**config.mk**
```make
export PLATFORM = sky130hd
export DESIGN_NAME = uart_transmitter_flat
export DESIGN_NICKNAME = d
export VERILOG_FILES = /design/src/rtl/uart_transmitter_if.sv /design/src/rtl/uart_transmitter.sv /design/src/flat_wrapper.sv
export SDC_FILE = /design/constraint.sdc
export NUM_CORES = 1
export LEC_CHECK = 0
export CORE_ASPECT_RATIO = 0.9
export CORE_UTILIZATION = 30
export DETAILED_ROUTE_END_ITERATION = 10
export GPL_ROUTABILITY_DRIVEN = 0
export GPL_TIMING_DRIVEN = 1
export SLEW_MARGIN = 10
export SYNTH_ARGS = -nofsm -noshare
export SYNTH_HDL_FRONTEND = slang
export SYNTH_SLANG_ARGS = --single-unit
```
**constraint.sdc**
```tcl
create_clock -name sys_clk -period 2.7 [get_ports sys_clk]
set_clock_uncertainty 0.2 [all_clocks]
set_input_delay 0.675 -clock sys_clk [delete_from_list [all_inputs] [get_ports sys_clk]]
set_output_delay 0.675 -clock sys_clk [all_outputs]
set_load 0.05 [all_outputs]
```
**src/rtl/uart_transmitter_if.sv**
```systemverilog
// rtl/uart_transmitter_if.sv - host/pad side signal bundle of the UART transmitter
interface uart_transmitter_if;
    logic       tx_clk_en;
    logic [7:0] tx_data;
    logic       tx_wr;
    logic       tx_full;
    logic       tx_empty;
    logic       tx_busy;
    logic       tx_done;
    logic       tx_overrun;
    logic       tx_overrun_clr;
    logic       tx;

    modport master (
        output tx_clk_en, tx_data, tx_wr, tx_overrun_clr,
        input  tx_full, tx_empty, tx_busy, tx_done, tx_overrun, tx
    );

    modport slave (
        input  tx_clk_en, tx_data, tx_wr, tx_overrun_clr,
        output tx_full, tx_empty, tx_busy, tx_done, tx_overrun, tx
    );
endinterface

```
**src/rtl/uart_transmitter.sv**
```systemverilog
// rtl/uart_transmitter.sv - UART transmitter: byte FIFO feeding a tick-driven start/data/parity/stop framer
module uart_transmitter #(
    parameter int DATA_BITS    = 8,
    parameter int PARITY       = 0,
    parameter int STOP_BITS    = 1,
    parameter int SAMPLE_TIMES = 16,
    parameter int FIFO_DEPTH   = 4
) (
    input  logic               sys_clk,
    input  logic               rst,
    uart_transmitter_if.slave  bus
);

    localparam int PW = $clog2(FIFO_DEPTH);
    localparam int CW = PW + 1;
    localparam int TW = (SAMPLE_TIMES > 1) ? $clog2(SAMPLE_TIMES) : 1;
    localparam int BW = 3;

    typedef enum logic [2:0] {
        S_IDLE   = 3'd0,
        S_START  = 3'd1,
        S_DATA   = 3'd2,
        S_PARITY = 3'd3,
        S_STOP   = 3'd4
    } state_t;

    logic [DATA_BITS-1:0] fifo_q [FIFO_DEPTH];
    logic [PW-1:0]        wr_ptr_q, wr_ptr_d;
    logic [PW-1:0]        rd_ptr_q, rd_ptr_d;
    logic [CW-1:0]        count_q, count_d;
    logic                 overrun_q, overrun_d;
    logic                 fifo_full, fifo_empty;
    logic                 push, pop;
    logic [DATA_BITS-1:0] head_data;
    logic                 head_parity;

    state_t               state_q, state_d;
    logic [TW-1:0]        tick_q, tick_d;
    logic [BW-1:0]        bit_q, bit_d;
    logic [DATA_BITS-1:0] shift_q, shift_d;
    logic                 parity_q, parity_d;
    logic                 tx_q, tx_d;
    logic                 done_q, done_d;
    logic                 last_tick;

    assign fifo_full   = (count_q == CW'(FIFO_DEPTH));
    assign fifo_empty  = (count_q == '0);
    assign push        = bus.tx_wr && !fifo_full;
    assign head_data   = fifo_q[rd_ptr_q];
    assign head_parity = (PARITY == 1) ? ~(^head_data) : (^head_data);
    assign last_tick   = (tick_q == TW'(SAMPLE_TIMES - 1));

    // Storage needs no reset: occupancy is tracked solely by the pointers and count.
    always_ff @(posedge sys_clk) begin
        if (push) begin
            fifo_q[wr_ptr_q] <= bus.tx_data[DATA_BITS-1:0];
        end
    end

    always_comb begin
        wr_ptr_d  = wr_ptr_q;
        rd_ptr_d  = rd_ptr_q;
        overrun_d = overrun_q;
        if (push) begin
            wr_ptr_d = wr_ptr_q + PW'(1);
        end
        if (pop) begin
            rd_ptr_d = rd_ptr_q + PW'(1);
        end
        count_d = count_q + CW'(push) - CW'(pop);
        if (bus.tx_overrun_clr) begin
            overrun_d = 1'b0;
        end
        if (bus.tx_wr && fifo_full) begin
            overrun_d = 1'b1;
        end
    end

    always_comb begin
        state_d  = state_q;
        tick_d   = tick_q;
        bit_d    = bit_q;
        shift_d  = shift_q;
        parity_d = parity_q;
        tx_d     = tx_q;
        done_d   = 1'b0;
        pop      = 1'b0;
        if (bus.tx_clk_en) begin
            tick_d = last_tick ? '0 : tick_q + TW'(1);
            case (state_q)
                S_IDLE: begin
                    tick_d = '0;
                    tx_d   = 1'b1;
                    if (!fifo_empty) begin
                        pop      = 1'b1;
                        shift_d  = head_data;
                        parity_d = head_parity;
                        tx_d     = 1'b0;
                        state_d  = S_START;
                    end
                end
                S_START: begin
                    if (last_tick) begin
                        tx_d    = shift_q[0];
                        bit_d   = '0;
                        state_d = S_DATA;
                    end
                end
                S_DATA: begin
                    if (last_tick) begin
                        if (bit_q == BW'(DATA_BITS - 1)) begin
                            bit_d = '0;
                            if (PARITY != 0) begin
                                tx_d    = parity_q;
                                state_d = S_PARITY;
                            end else begin
                                tx_d    = 1'b1;
                                state_d = S_STOP;
                            end
                        end else begin
                            bit_d   = bit_q + BW'(1);
                            shift_d = shift_q >> 1;
                            tx_d    = shift_q[1];
                        end
                    end
                end
                S_PARITY: begin
                    if (last_tick) begin
                        bit_d   = '0;
                        tx_d    = 1'b1;
                        state_d = S_STOP;
                    end
                end
                S_STOP: begin
                    if (last_tick) begin
                        if (bit_q == BW'(STOP_BITS - 1)) begin
                            done_d = 1'b1;
                            // Chain straight into the next start bit when more data is waiting.
                            if (!fifo_empty) begin
                                pop      = 1'b1;
                                shift_d  = head_data;
                                parity_d = head_parity;
                                tick_d   = '0;
                                tx_d     = 1'b0;
                                state_d  = S_START;
                            end else begin
                                tx_d    = 1'b1;
                                state_d = S_IDLE;
                            end
                        end else begin
                            bit_d = bit_q + BW'(1);
                        end
                    end
                end
                default: begin
                    tick_d  = '0;
                    tx_d    = 1'b1;
                    state_d = S_IDLE;
                end
            endcase
        end
    end

    always_ff @(posedge sys_clk or posedge rst) begin
        if (rst) begin
            wr_ptr_q  <= '0;
            rd_ptr_q  <= '0;
            count_q   <= '0;
            overrun_q <= 1'b0;
            state_q   <= S_IDLE;
            tick_q    <= '0;
            bit_q     <= '0;
            shift_q   <= '0;
            parity_q  <= 1'b0;
            tx_q      <= 1'b1;
            done_q    <= 1'b0;
        end else begin
            wr_ptr_q  <= wr_ptr_d;
            rd_ptr_q  <= rd_ptr_d;
            count_q   <= count_d;
            overrun_q <= overrun_d;
            state_q   <= state_d;
            tick_q    <= tick_d;
            bit_q     <= bit_d;
            shift_q   <= shift_d;
            parity_q  <= parity_d;
            tx_q      <= tx_d;
            done_q    <= done_d;
        end
    end

    assign bus.tx         = tx_q;
    assign bus.tx_busy    = (state_q != S_IDLE);
    assign bus.tx_done    = done_q;
    assign bus.tx_full    = fifo_full;
    assign bus.tx_empty   = fifo_empty;
    assign bus.tx_overrun = overrun_q;

endmodule

```
**src/flat_wrapper.sv**
```systemverilog
// flat-port wrapper written by rule: the top's interface ports become plain ports
module uart_transmitter_flat 
#(
    parameter int DATA_BITS    = 8,
    parameter int PARITY       = 0,
    parameter int STOP_BITS    = 1,
    parameter int SAMPLE_TIMES = 16,
    parameter int FIFO_DEPTH   = 4
)
  (sys_clk, rst, bus_tx_clk_en, bus_tx_data, bus_tx_wr, bus_tx_overrun_clr, bus_tx_full, bus_tx_empty, bus_tx_busy, bus_tx_done, bus_tx_overrun, bus_tx);
  uart_transmitter_if bus_i ();
  input  logic sys_clk;
  input  logic rst;
  input wire logic [$bits(bus_i.tx_clk_en)-1:0] bus_tx_clk_en;
  input wire logic [$bits(bus_i.tx_data)-1:0] bus_tx_data;
  input wire logic [$bits(bus_i.tx_wr)-1:0] bus_tx_wr;
  input wire logic [$bits(bus_i.tx_overrun_clr)-1:0] bus_tx_overrun_clr;
  output wire logic [$bits(bus_i.tx_full)-1:0] bus_tx_full;
  output wire logic [$bits(bus_i.tx_empty)-1:0] bus_tx_empty;
  output wire logic [$bits(bus_i.tx_busy)-1:0] bus_tx_busy;
  output wire logic [$bits(bus_i.tx_done)-1:0] bus_tx_done;
  output wire logic [$bits(bus_i.tx_overrun)-1:0] bus_tx_overrun;
  output wire logic [$bits(bus_i.tx)-1:0] bus_tx;
  assign bus_i.tx_clk_en = bus_tx_clk_en;
  assign bus_i.tx_data = bus_tx_data;
  assign bus_i.tx_wr = bus_tx_wr;
  assign bus_i.tx_overrun_clr = bus_tx_overrun_clr;
  assign bus_tx_full = bus_i.tx_full;
  assign bus_tx_empty = bus_i.tx_empty;
  assign bus_tx_busy = bus_i.tx_busy;
  assign bus_tx_done = bus_i.tx_done;
  assign bus_tx_overrun = bus_i.tx_overrun;
  assign bus_tx = bus_i.tx;
  uart_transmitter #(.DATA_BITS(DATA_BITS), .PARITY(PARITY), .STOP_BITS(STOP_BITS), .SAMPLE_TIMES(SAMPLE_TIMES), .FIFO_DEPTH(FIFO_DEPTH)) u_core (.sys_clk(sys_clk), .rst(rst), .bus(bus_i));
endmodule
```
==> metrics.log, run 1 <==
[metrics] Final Total Pwr: approximately 3.8 mW
[metrics] share of synthesized area occupied by flip-flops and latches: 0.590
[metrics] Filler Cells Inserted: 863
[metrics] largest driver fanout on the critical path: 2
[metrics] Relative slew margins: 0.664
[metrics] share of total power in combinational logic: 0.388
[metrics] Core Box Area: 9130 sq um
[metrics] clock tree root driver cell: clkbuf_8
[metrics] endpoints failing hold: 0
[metrics] Flop pwr share: 0.384
[metrics] detailed-route via count: 1619
[metrics] post-route standard cell area excluding fillers: ~3500 sq um
[metrics] maximum clock frequency: 382 MHz
[metrics] Yosys cell types: 42
[metrics] total congestion overflow after global routing: 0
[metrics] cell area after placement: 3220 sq um
[metrics] Gate Count Post-Synth: 196
[metrics] clock latency on the worst-skew pair: 340 ps
[metrics] number of buffers inserted by port buffering: 18
[metrics] type of the worst setup path: in -> reg
[metrics] static power due to leakage: about 1.4 nW
[metrics] minimum clock period: about 2600 ps
[metrics] via count of the first global-routing pass: between 1.5k and 2k
[metrics] number of buffers added for setup after CTS: 0
[metrics] Hold Path Class: reg -> reg
[metrics] TritonCTS sink count: 60
[metrics] share of cells above drive strength 1: 0.294
[metrics] required time of the worst setup path: 2720 ps
[metrics] number of cell rows: 33
[metrics] number of nets produced by synthesis: 220
[metrics] DRC violation total after the first TritonRoute iteration: between 60 and 70
[metrics] Antenna Diode Count: 0
[metrics] FF-to-FF setup slack: 160 ps
[metrics] clock edge transition at the registers on the reported setup and hold paths: 70 ps
[metrics] commonest non-fill, non-tap cells in the layout: edfxtp_1, dfrtp_1, buf_4
[metrics] most common cell after layout, fill and taps aside: edfxtp_1
[metrics] average detailed-routed wire length per instance: 13.1 um
[metrics] maximum clock path buffer count: 2
[metrics] setup slack at placement: -218 ps
[metrics] number of search-and-repair iterations in the first detailed-routing pass: 4
[metrics] share of the core filled with cells in the final layout: 0.378
[metrics] clock share of power: 0.228
[metrics] number of antenna violations at the first check in global routing: 0
[metrics] total number of nets in the final design: 257
[metrics] Routed WL: 4710 um
[metrics] initial cell density of the core: 0.309
[metrics] total routing resource utilization after global routing: 0.109
[metrics] Ports: 19
[metrics] horizontal die dimension: 104 um
[metrics] area added between synthesis and finish: 22.4%
[metrics] kind of start point of the critical path: primary input
[metrics] largest voltage drop on the vdd net: 372 uV
[metrics] proportion of synthesized flip-flops having asynchronous set or reset: 0.467
[metrics] run status: complete, no violations
[metrics] CTS tree: yes
[metrics] worst hold slack across all endpoints: 313 ps
[metrics] HPWL after DPL: 3330 um
[metrics] synthesized flop and latch total: 60
[metrics] total net switching power: 1.26 mW
[metrics] type of element capturing the critical path: flop
[metrics] setup slack of the critical path after layout: 82.6 ps
[metrics] cell-internal power: 2.56 mW
[metrics] number of H-tree levels: 3
[metrics] proportion of total power due to net switching: 0.330
[metrics] power per standard cell area: between 1000 and 1500 nW/um^2
[metrics] Post-synth EDFFs: 32
[metrics] per-instance average area after synthesis: around 14 sq um
[metrics] remaining antenna violation count: 0
[metrics] number of buffers inserted during clock tree synthesis: 9
[metrics] Setup violations, final: 0
[metrics] remaining routing DRC violations: 0
[metrics] Die ar.: 9790 sq um
[metrics] maximum number of pins on one net before global-route repair: 29
[metrics] arrival time at the worst endpoint: 2640 ps
[metrics] actual slew at the worst max-slew pin: between 500 and 600 ps
[metrics] max-cap violations: 0
[metrics] period utilization: 0.969
[metrics] area of the mapped netlist: 2820 sq um
[metrics] top flip-flop cell by instance count after synthesis: edfxtp_1
[metrics] vertical die dimension: 94.0 um
[metrics] number of vias per cell: 4.50
[metrics] number of warnings reported in the yosys synthesis log: 0
[metrics] global-route wire length before repair: between 7000 and 8000 um
[metrics] Slew Viols, Final: 0
-- cells in the mapped netlist (4+ instances only) --
| library cell | number | share of area |
|---|---|---|
| edfxtp_1 | 32 | 0.34 |
| dfrtp_1 | 27 | 0.24 |
| inv_1 | 17 | 0.023 |
| mux2_2 | 12 | 0.048 |
| ha_1 | 10 | 0.044 |
| o21ai_0 | 10 | 0.018 |
| nand2_1 | 8 | 0.011 |
| mux2_4 | 7 | 0.037 |
| mux4_2 | 7 | 0.056 |
| xnor2_1 | 6 | 0.019 |
| and2_1 | 5 | 0.011 |
| nand3_1 | 5 | 0.0089 |
| nor2_1 | 4 | 0.0053 |
-- logic make-up after synthesis --
family / count (synthesis) / share of synthesized area
AOI/OAI and AO/OA: 24 / 0.0537
xor gates and xnor gates: 6 / 0.0186
adders and majority gates: 11 / 0.0515
DFF: 60 / 0.590
muxes: 29 / 0.157
buffers and inverters: 26 / 0.0448
and+or+nand+nor: 40 / 0.0843
-- layout make-up --
class	instances	area, sq um	share of cell area
Clock inverter	7	91.3	0.0265
Multi-Input combinational cell	110	1060	0.306
Sequential cell	60	1660	0.482
Clock buffer	9	124	0.0359
Inverter	17	63.8	0.0185
Timing Repair Buffer	35	300	0.0870
Tap cell	122	153	0.0442
-- state kept, by name (all words and copies together) (netlist names) --
name,flops
u_core.bus.tx,1
u_core.state_q,3
u_core.bus.tx_done,1
u_core.bus.tx_overrun,1
u_core.bit_q,3
u_core.shift_q,8
u_core.count_q,3
u_core.wr_ptr_q,2
u_core.fifo_q,32
u_core.tick_q,4
u_core.rd_ptr_q,2
-- critical path: stages --
cell	delay, ps
clkdlybuf4s50_1	430
and3b_1	210
nand2_1	80
inv_1	50
ha_1	280
inv_1	60
ha_1	130
inv_1	50
fa_1	410
xnor2_2	160
xnor2_1	130
-- final timing paths --
| path | depth (start not counted) | start | end |
|---|---|---|---|
| setup / recovery | 11 | bus_tx_clk_en | u_core.count_q[2]$_DFF_PP0_ |
| hold / removal | 1 | u_core.shift_q[7]$_DFFE_PP0P_ | u_core.shift_q[7]$_DFFE_PP0P_ |
| setup reg to reg | 11 | u_core.count_q[0]$_DFF_PP0_ | u_core.count_q[2]$_DFF_PP0_ |
| hold reg to reg | 1 | u_core.shift_q[7]$_DFFE_PP0P_ | u_core.shift_q[7]$_DFFE_PP0P_ |
| max in group asynchronous | 3 | rst | u_core.bus.tx$_DFFE_PP1P_ |
| min in group asynchronous | 3 | rst | u_core.wr_ptr_q[0]$_DFFE_PP0P_ |
-- power groups by stage --
stage | Clock, mW | Sequential (mW) | Combinational [mW]
3_5_place_dp | 0 | 1.49 | 1.48
6_report | 0.873 | 1.47 | 1.48
2_1_floorplan | 0 | 1.46 | 1.14
5_1_grt | 0.928 | 1.50 | 1.64
4_1_cts | 0.894 | 1.47 | 1.49
3_3_place_gp | 0 | 1.48 | 1.46
-- through the flow --
| step | instances | setup TNS [ps] |
|---|---|---|
| CTS | 360 | 0 |
| global placement | 344 | -242 |
| global route | 360 | -8.23 |
| floorplan | 196 | -116 |
| finish | 360 | 0 |
| detailed placement | 344 | -290 |
-- repair_timing --
| item | in CTS | in global routing |
|---|---|---|
| endpoints found under the setup margin | 0 | 1 |
| resized for setup | 0 | 4 |
| hold buffers | 0 | 0 |
-- metal layers --
metal,part of all wire,vias to the layer above,GRT usage,wire length (um)
met5,0,-,0,0
met4,0.017,0,0.0643,82
met3,0.028,9,0.0270,134
met2,0.48,30,0.172,2250
met1,0.48,796,0.136,2240
li1,-,784,-,-
No activity file was read; power rests on OpenSTA's default activity.
==> run 2: changes to the inputs <==
Settings changed: CTS_CLUSTER_SIZE set to 24, PLACE_DENSITY set to 0.49.
==> metrics.log, run 2 (synthesized netlist as in run 1, its figures left out) <==
[metrics] run status: finished with violations
[metrics] failing checks: DRC
[metrics] most common cell after layout, fill and taps aside: edfxtp_1
[metrics] post-route standard cell area excluding fillers: 3460 sq um
[metrics] worst hold slack across all endpoints: about 280 ps
[metrics] type of the worst setup path: reg -> out
[metrics] Reg with most FFs: u_core.fifo_q
[metrics] Hold Path Class: reg -> reg
[metrics] proportion of total power due to net switching: 0.341
[metrics] actual slew at the worst max-slew pin: 503 ps
[metrics] period utilization: 0.939
[metrics] Slew Viols, Final: 0
[metrics] via count of the first global-routing pass: 1650
[metrics] Met3 Wirelength: ~85 um
[metrics] setup slack of the critical path after layout: 164 ps
[metrics] minimum clock period: 2540 ps
[metrics] cell-internal power: 2.49 mW
[metrics] Core Box Area: 9130 sq um
[metrics] CP endpoint: bus_tx
[metrics] worst path bufs/invs: 1
[metrics] final standard cell count with taps included and fillers excluded: 363
[metrics] detailed-route via count: 1575
[metrics] top routing layer in use: met4
[metrics] number of search-and-repair iterations in the first detailed-routing pass: 7
[metrics] delay of the slowest critical-path stage: ~800 ps
[metrics] number of buffers inserted by port buffering: 18
[metrics] dominant delay contributor by cell family on the critical path: buffers and inverters
[metrics] remaining routing DRC violations: 2
[metrics] clock latency on the worst-skew pair: 330 ps
[metrics] Register-to-Register Path Depth: 11
[metrics] total congestion overflow after global routing: 0
[metrics] remaining antenna violation count: 0
[metrics] endpoints failing hold: 0
[metrics] endpoint of the worst-slack reg-to-reg timing path: u_core.count_q[2]$_DFF_PP0_
[metrics] cell chain of the critical path: clkdlybuf4s50_1
[metrics] largest voltage drop on the vdd net: 408 uV
[metrics] clock share of power: 0.222
[metrics] number of antenna violations at the first check in global routing: 0
[metrics] static power due to leakage: 1.39 nW
[metrics] flip-flop count of the largest register after layout: 32
[metrics] start of the worst register-to-register path: u_core.count_q[0]$_DFF_PP0_
[metrics] vertical die dimension: between 90 and 100 um
[metrics] commonest non-fill, non-tap cells in the layout: edfxtp_1, dfrtp_1, buf_4
[metrics] TritonCTS sink count: 60
[metrics] kind of start point of the critical path: flop
[metrics] number of vias per cell: 4.34
[metrics] maximum number of pins on one net before global-route repair: 29
[metrics] clock tree root driver cell: clkbuf_8
[metrics] type of element capturing the critical path: primary output
[metrics] Ports: 19
[metrics] crit path max-delay cell type: clkdlybuf4s50_1
[metrics] maximum clock frequency: 394 MHz
[metrics] biggest registers after layout: u_core.fifo_q: 32 flops, u_core.shift_q: 8 flops, u_core.tick_q: 4 flops
[metrics] RSZ-0062 raised after global routing: false
[metrics] Crit. path cell count: 1
[metrics] source of the critical timing path: u_core.bus.tx$_DFFE_PP1P_
[metrics] Relative slew margins: 0.664
[metrics] Antenna Diode Count: 0
[metrics] Setup TNS Final: 0 ps
[metrics] CTS Hold Bufs: 0
[metrics] Routed WL: 4860 um
[metrics] maximum clock path buffer count: 2
[metrics] Die ar.: 9790 sq um
[metrics] number of buffers inserted during clock tree synthesis: 9
[metrics] Final Total Pwr: 3.77 mW
[metrics] horizontal die dimension: 104 um
[metrics] setup slack at placement: -210 ps
[metrics] total routing resource utilization after global routing: 0.113
[metrics] power per standard cell area: 1090 nW/um^2
[metrics] length of routed met2 wiring: 2260 um
[metrics] global-route wire length before repair: 8330 um
[metrics] Flop pwr share: 0.386
[metrics] share of cells above drive strength 1: 0.303
[metrics] largest driver fanout on the critical path: 2
[metrics] FF-to-FF setup slack: 210 ps
[metrics] total net switching power: 1.28 mW
[metrics] clock edge transition at the registers on the reported setup and hold paths: 80 ps
[metrics] max-cap violations: 0
[metrics] number of cell rows: 33
[metrics] arrival time at the worst endpoint: 1660 ps
[metrics] Worst Hold Launch: u_core.rd_ptr_q[0]$_DFFE_PP0P_
[metrics] total number of nets in the final design: 260
[metrics] area added between synthesis and finish: 22.6%
[metrics] Setup violations, final: 0
[metrics] placed cells: between 300 and 400
[metrics] Filler Cells Inserted: approximately 870
[metrics] CTS tree: yes
[metrics] share of the core filled with cells in the final layout: 0.379
[metrics] number of H-tree levels: 3
[metrics] share of total power in combinational logic: 0.392
[metrics] initial cell density of the core: 0.309
[metrics] cell area after placement: 3240 sq um
[metrics] average detailed-routed wire length per instance: 13.4 um
[metrics] DRC violation total after the first TritonRoute iteration: 77
[metrics] routed length on met1: 2510 um
[metrics] required time of the worst setup path: approximately 1800 ps
[metrics] HPWL after DPL: ~3400 um
## run 2: changes by cell type in the layout (fill, tap and decap cells not counted)
cell,before,now
o21ai_2,1,0
bufinv_16,2,1
clkdlybuf4s50_1,15,14
clkinv_1,2,0
clkinv_4,1,2
o21ai_1,0,1
buf_4,20,23
inv_8,0,1
xnor2_1,5,6
dlymetal6s2s_1,0,1
inv_6,0,2
xnor2_2,1,0
clkinvlp_4,2,1
## run 2: repair_timing
item,in CTS,in global routing
setup buffers,0,1
setup endpoints to repair,0,1
gates resized for setup,0,3
hold endpoints to repair,0,0
## run 2: power by group through the flow
stage                     Clock (mW)  Combinational [mW]  Sequential (mW)
final                          0.837                1.48             1.46
after global routing           0.916                1.65             1.50
after CTS                      0.868                1.50             1.46
after detailed placement           0                1.50             1.47
after global placement             0                1.49             1.48
after floorplan                    0                1.14             1.46
## run 2: how the worst min path moves through the flow
stage / slack [ps] / cells after the start / end
finish: 280 / 1 / u_core.rd_ptr_q[0]$_DFFE_PP0P_
global route: 300 / 1 / u_core.rd_ptr_q[0]$_DFFE_PP0P_
CTS: 280 / 1 / u_core.rd_ptr_q[0]$_DFFE_PP0P_
detailed placement: 270 / 1 / u_core.rd_ptr_q[0]$_DFFE_PP0P_
global placement: 270 / 1 / u_core.rd_ptr_q[0]$_DFFE_PP0P_
floorplan: 270 / 1 / u_core.shift_q[7]$_DFFE_PP0P_
## run 2: area by class of cell
type	instances	area (sq um)	share of cell area
clock buffer	9	124	0.0358
clock inverter	7	83.8	0.0242
inverter	17	63.8	0.0185
multi-input combinational	110	1040	0.302
sequential	60	1660	0.481
tap	122	153	0.0442
timing repair buffer	38	325	0.0941
## run 2: metal layers
metal | global-route usage | vias to the layer above
met4 | 0.0571 | 0
met1 | 0.155 | 767
met2 | 0.170 | 15
met3 | 0.0229 | 2
li1 | - | 791
met5 | 0 | -
